`config.mk`:
```
export PLATFORM = sky130hd
export DESIGN_NAME = vga_timing_out
export DESIGN_NICKNAME = d
export VERILOG_FILES = /design/src/rtl/vga_timing_out.sv
export SDC_FILE = /design/constraint.sdc
export NUM_CORES = 1
export LEC_CHECK = 0
export ABC_AREA = 1
export CELL_PAD_IN_SITES_DETAIL_PLACEMENT = 0
export CELL_PAD_IN_SITES_GLOBAL_PLACEMENT = 1
export CORE_MARGIN = 3
export CORE_UTILIZATION = 35
export DETAILED_ROUTE_END_ITERATION = 10
export GPL_TIMING_DRIVEN = 0
export HOLD_SLACK_MARGIN = 0.06
export PLACE_DENSITY = 0.88
export SYNTH_ARGS = -nofsm -noshare
export SYNTH_HDL_FRONTEND = slang
export SYNTH_SLANG_ARGS = --single-unit
```
`constraint.sdc`:
```
create_clock -name clk -period 1.8 [get_ports clk]
set_clock_uncertainty 0.05 [all_clocks]
set_input_delay 0.18 -clock clk [delete_from_list [all_inputs] [get_ports clk]]
set_output_delay 0.18 -clock clk [all_outputs]
set_load 0.03 [all_outputs]
```
`src/rtl/vga_timing_out.sv`:
```
// Pixel-rate VGA timing generator with a matched sync/blank delay line and a
// registered PMOD output word {hsync,B0,G0,R0,vsync,B1,G1,R1}.
module vga_timing_out #(
  parameter int unsigned H_VISIBLE       = 640,
  parameter int unsigned H_FRONT         = 16,
  parameter int unsigned H_SYNC          = 96,
  parameter int unsigned H_BACK          = 48,
  parameter int unsigned V_VISIBLE       = 480,
  parameter int unsigned V_FRONT         = 10,
  parameter int unsigned V_SYNC          = 2,
  parameter int unsigned V_BACK          = 33,
  parameter int unsigned SYNC_ACTIVE_LOW = 1,
  parameter int unsigned PIPE_DELAY      = 0
) (
  input  logic       clk,
  input  logic       rst_n,
  input  logic       ena,
  input  logic [5:0] rgb_in,
  output logic [9:0] hpos,
  output logic [9:0] vpos,
  output logic       display_on,
  output logic       line_start,
  output logic       frame_start,
  output logic [7:0] uo_out
);

  localparam int unsigned HTotal = H_VISIBLE + H_FRONT + H_SYNC + H_BACK;
  localparam int unsigned VTotal = V_VISIBLE + V_FRONT + V_SYNC + V_BACK;

  localparam logic [9:0] HLast = 10'(HTotal - 1);
  localparam logic [9:0] VLast = 10'(VTotal - 1);

  // 11-bit bounds so a sync pulse ending exactly at 1024 does not wrap to 0.
  localparam logic [10:0] HVis        = 11'(H_VISIBLE);
  localparam logic [10:0] VVis        = 11'(V_VISIBLE);
  localparam logic [10:0] HSyncStart  = 11'(H_VISIBLE + H_FRONT);
  localparam logic [10:0] HSyncEnd    = 11'(H_VISIBLE + H_FRONT + H_SYNC);
  localparam logic [10:0] VSyncStart  = 11'(V_VISIBLE + V_FRONT);
  localparam logic [10:0] VSyncEnd    = 11'(V_VISIBLE + V_FRONT + V_SYNC);

  localparam logic       SyncIdle = (SYNC_ACTIVE_LOW != 0);
  localparam logic [7:0] UoReset  = {SyncIdle, 3'b000, SyncIdle, 3'b000};

  logic [9:0]  hpos_q, vpos_q;
  logic [10:0] hpos_ext, vpos_ext;
  logic        hsync_raw, vsync_raw;
  logic [2:0]  stage_in, stage_out;
  logic [5:0]  rgb_masked;
  logic        hsync_out, vsync_out;
  logic [7:0]  uo_q;

  always_ff @(posedge clk or negedge rst_n) begin
    if (!rst_n) begin
      hpos_q <= '0;
      vpos_q <= '0;
    end else if (ena) begin
      if (hpos_q == HLast) begin
        hpos_q <= '0;
        vpos_q <= (vpos_q == VLast) ? '0 : vpos_q + 10'd1;
      end else begin
        hpos_q <= hpos_q + 10'd1;
      end
    end
  end

  assign hpos_ext = {1'b0, hpos_q};
  assign vpos_ext = {1'b0, vpos_q};

  assign hpos        = hpos_q;
  assign vpos        = vpos_q;
  assign display_on  = (hpos_ext < HVis) && (vpos_ext < VVis);
  assign line_start  = (hpos_q == 10'd0);
  assign frame_start = line_start && (vpos_q == 10'd0);

  assign hsync_raw = (hpos_ext >= HSyncStart) && (hpos_ext < HSyncEnd);
  assign vsync_raw = (vpos_ext >= VSyncStart) && (vpos_ext < VSyncEnd);

  // Delay-line payload {hsync, vsync, display_on}; syncs are active-high here.
  assign stage_in = {hsync_raw, vsync_raw, display_on};

  generate
    if (PIPE_DELAY == 0) begin : g_no_pipe
      assign stage_out = stage_in;
    end else begin : g_pipe
      logic [2:0] pipe_q [PIPE_DELAY];

      always_ff @(posedge clk or negedge rst_n) begin
        if (!rst_n) begin
          for (int unsigned i = 0; i < PIPE_DELAY; i++) begin
            pipe_q[i] <= '0;
          end
        end else if (ena) begin
          pipe_q[0] <= stage_in;
          for (int unsigned i = 1; i < PIPE_DELAY; i++) begin
            pipe_q[i] <= pipe_q[i-1];
          end
        end
      end

      assign stage_out = pipe_q[PIPE_DELAY-1];
    end
  endgenerate

  assign rgb_masked = stage_out[0] ? rgb_in : 6'd0;
  assign hsync_out  = stage_out[2] ^ SyncIdle;
  assign vsync_out  = stage_out[1] ^ SyncIdle;

  always_ff @(posedge clk or negedge rst_n) begin
    if (!rst_n) begin
      uo_q <= UoReset;
    end else if (ena) begin
      uo_q <= {hsync_out, rgb_masked[0], rgb_masked[2], rgb_masked[4],
               vsync_out, rgb_masked[1], rgb_masked[3], rgb_masked[5]};
    end
  end

  assign uo_out = uo_q;

endmodule
```
Yosys cells after proc, flatten, opt, wreduce, memory -nomap -nowiden
Index checks and enable logic that the tools add are counted.

storage, ports and cells
  word-level logic and storage cells = 25
  input bits = 9
  output and inout bits = 31
  bits in registers = 28

cells by class
  multiplexer cells = 3
  reductions and logical operators = 7
  $lt $le $gt $ge = 6
  eq/ne operators = 2
  add/subtract/negate cells = 2
  bitwise operators = 2

operators with widths
  operator                                               number
  adder 10 x 1 -> 10 bit (second input constant)         2
  == test 10 bit (second input constant)                 2
  zero test 10 bit                                       2
  < comparator 10 bit (second input constant)            2
  < comparator 10 x 9 -> 1 bit (second input constant)   2
  2-to-1 mux 10 bit                                      2
  >= comparator 10 bit (second input constant)           1
  >= comparator 10 x 9 -> 1 bit (second input constant)  1
  2-to-1 mux 6 bit                                       1
  logical AND 1 bit                                      4
  inverter 1 bit                                         2
  AND reduction 2 bit                                    1

Longest topological paths before layout
  word-level depth = 3
  mapped depth = 10

Least setup slack after synthesis
Ideal clock, no wire load.

  path kind = flip-flop to output port
  start point = register hpos_q[7], in the netlist hpos[7]
  end point = output frame_start
  arrival = 1.581 ns
  cell stages (with the launch flop) = 5
  buffers on the path = 0
  slack = -0.011 ns
  path through = dfrtp_1 nor2_1 nand4_1 or2_2 nor2_1

between the ends
  longest elaborated chain between the ends = 2

ends and longest elaborated chain
  item                    RTL line  source
  start, declared         44        logic [9:0] hpos_q, vpos_q;
  start signal, assigned  61        hpos_q <= hpos_q + 10'd1;
  zero test 10 bit        72        assign line_start = (hpos_q == 10'd0);
  logical AND 1 bit       73        assign frame_start = line_start && (vpos_q == 10'd0);
  end, declared           23        output logic frame_start,

Every way passes these cells.

Worst setup path after layout
  start point = register hpos_q[7], in the netlist hpos[7]
  end point = output hpos[7]

RTL lines
  item           RTL line  source
  end, declared  19        output logic [9:0] hpos,

No word-level cell between the ends.

==> metrics.md <==
| Metric | Value |
|---|---|
| Outcome | `completed` |
| Global-route wire length before repair | `between 6 and 7 mm` |
| Slew Viols, Final | `0` |
| Synth top area share | `between 40% and 50%` |
| Hold Crit Depth | `3` |
| DP Area | `2060 µm²` |
| Post-Syn Area | `1620 µm²` |
| Initial antenna violation count | `0` |
| Worst slew pin tran | `663 ps` |
| Starting Density | `between 30% and 40%` |
| Max cap viols | `0` |
| Die Width | `~74 µm` |
| Port Buf Inserts | `38` |
| WHS Endpoint | `uo_out[0]` |
| Clk_lat worst skew | `270 ps` |
| VDD IR max | `0.586 mV` |
| Die area | `around 5500 µm²` |
| Vias per cell | `4.80` |
| Nets | `approximately 280` |
| Fmax | `574 MHz` |
| CTS tree | `built` |
| Worst flop-to-flop path startpoint | `hpos[0]` |
| Leak Pwr | `approximately 0.0011 µW` |
| RePlAce Congestion | `between 0.8 and 0.9` |
| DPL Wire Length | `around 2.8 mm` |
| Reg clk slew, reported paths | `90 ps` |
| Hold Crit Class | `input pin to flip-flop` |
| Power density over the cells | `approximately 1100 nW/µm²` |
| ANT cells | `0` |
| Crit path time final | `~1700 ps` |
| Worst rel slew slack | `around 56%` |
| Synth Warn # | `0` |
| CTS Buf Count | `3` |
| Seq/Total Area, Yosys | `approximately 44%` |
| Startpoint Class | `flip-flop` |
| Setup violators final | `0` |
| Tot Pwr | `2490 µW` |
| Clk sinks | `28` |
| Final instance area | `around 2200 µm²` |
| Min-delay src | `ena` |
| Fin crit share | `96.8%` |
| I/O pins | `40` |
| Worst R2R Setup Slack | `~180 ps` |
| CTS max path bufs | `2` |
| Cell count after synthesis | `about 210` |
| Post-synthesis register bit count | `28` |
| Synth-to-layout area growth | `39.1%` |
| Via Count | `about 1500` |
| Drt wl/cell | `roughly 12 µm` |
| First drt pass iteration count | `4` |
| Area of the multi-input gates | `785 µm²` |
| Layout cells sized above 1 | `approximately 20%` |
| Die Span Y | `about 74 µm` |
| Critical Path RT | `between 1500 and 2000 ps` |
| Root Driver | `clkbuf_8` |
| Antenna-violating nets left | `0` |
| Final-report hold violation count | `0` |
| Worst R2R End | `vpos[9]` |
| Mean post-synth cell area | `approximately 7.5 µm²` |
| Fill cell count | `425` |
| Synth top area cells | `dfrtp_1 (40%), nand2_1 (13%), inv_1 (6.5%)` |
| Net Count, Synth | `between 200 and 250` |
| Commonest non-fill, non-tap cell in the layout | `nand2_1` |
| Post-Route WL | `between 3 and 4 mm` |
| Distinct cells, synth | `27` |
| RSZ-0062 raised after global routing | `yes` |
| Core Region | `4410 µm²` |
| Row count | `24` |
| Largest area contributor in the netlist | `dfrtp_1` |
| Worst-case reg-to-reg path depth | `9` |
| Register Area | `around 710 µm²` |
| CTS HTree Levels | `1` |
| Critical Path AT | `around 1500 ps` |
| Number of global-route vias before repair | `between 1500 and 2000` |
| Drt drc | `0` |
| Crit path max fanout | `6` |
| Crit Path Class | `flip-flop to primary output` |
| Commonest non-fill, non-tap cells in the layout | `nand2_1 (58), clkdlybuf4s50_1 (34), inv_1 (24)` |
| Critical path endpoint category | `primary output` |
| Global route overflow | `0` |
| Pin count of the biggest net entering global routing | `29` |
| Total GRT Usage | `about 15%` |
| Iter 0 DRT Violations | `between 90 and 100` |
[critical path, stage by stage (launching register included)]
cell             delay (ps)
dfrtp_2                 450
buf_4                   140
clkdlybuf4s50_1         650
[cells by family after synthesis]
kind of cell             count (synthesis)  share of synthesized area [%]
AND/OR/NAND/NOR                        120                           34.8
AO/OA/AOI/OAI                           19                           5.96
flip-flops                              28                           43.5
adder cells (fa/ha/maj)                  4                           3.10
XOR/XNOR                                 5                           2.71
buffers and inverters                   38                           9.91
[synthesized netlist by cell type, drive strengths merged]
library cell / instances
nand3b: 1
clkbuf: 2
buf: 5
xor2: 5
nor3: 6
ha: 4
nand2: 58
inv: 31
nor2: 21
a21oi: 4
nand3: 20
o21ai: 14
dfstp: 2
o22ai: 1
dfrtp: 26
nand4: 10
nor4: 1
or2: 3
[where the power goes]
| group | total (µW) | switching (µW) | internal [µW] |
|---|---|---|---|
| registers | 960 | 178 | 782 |
| logic | 1180 | 698 | 483 |
| clock network | 344 | 194 | 150 |
[through the flow]
stage | std cells | utilization (%) | setup WS [ps] | hold slack, ps | setup TNS [ps]
after floorplan | 214 | - | 120 | -166 | 0
after global placement | 304 | 46.7 | -318 | 421 | -864
after detailed placement | 304 | 46.7 | -346 | 427 | -2000
after CTS | 311 | 48.8 | 4.46 | 148 | 0
after global routing | 321 | 50.9 | -20.1 | 166 | -20.1
final | 321 | 50.9 | 57.3 | 152 | 0
[final cells by class]
cell class	instances	share of cell area [%]
Clock buffer	3	1.84
Multi-Input combinational cell	148	34.9
Timing Repair Buffer	53	21.5
Sequential cell	28	31.7
Buffer	6	1.95
Tap cell	52	2.90
Inverter	31	5.18
[routing by layer]
metal  part of all wire (%)  GRT usage (%)  up-vias
li1                       -              -      796
met1                     46           19.7      704
met2                     49           26.0       40
met3                    4.9           3.65        2
met4                   0.23           2.41        0
met5                      0              0        -
[worst max path at each step]
stage,from,to,slack (ps),cells after the start
finish,hpos[7],hpos[7],60,2
global placement,hpos[7],frame_start,-320,5
global route,vpos[0],frame_start,-20,7
CTS,vpos[0],frame_start,4,7
detailed placement,hpos[7],frame_start,-350,5
floorplan,hpos[7],frame_start,120,4
[flip-flops by register name, indices dropped and copies added, names as in the netlist]
signal  flops
vpos       10
uo_out      8
hpos       10
[repair_timing]
action	CTS	global route
pin swaps	2	5
hold buffers	0	1
setup buffers	5	9
endpoints found under the setup margin	3	6
gates resized for setup	26	12
endpoints found under the hold margin	0	26
(Power assumes the default switching activity.)
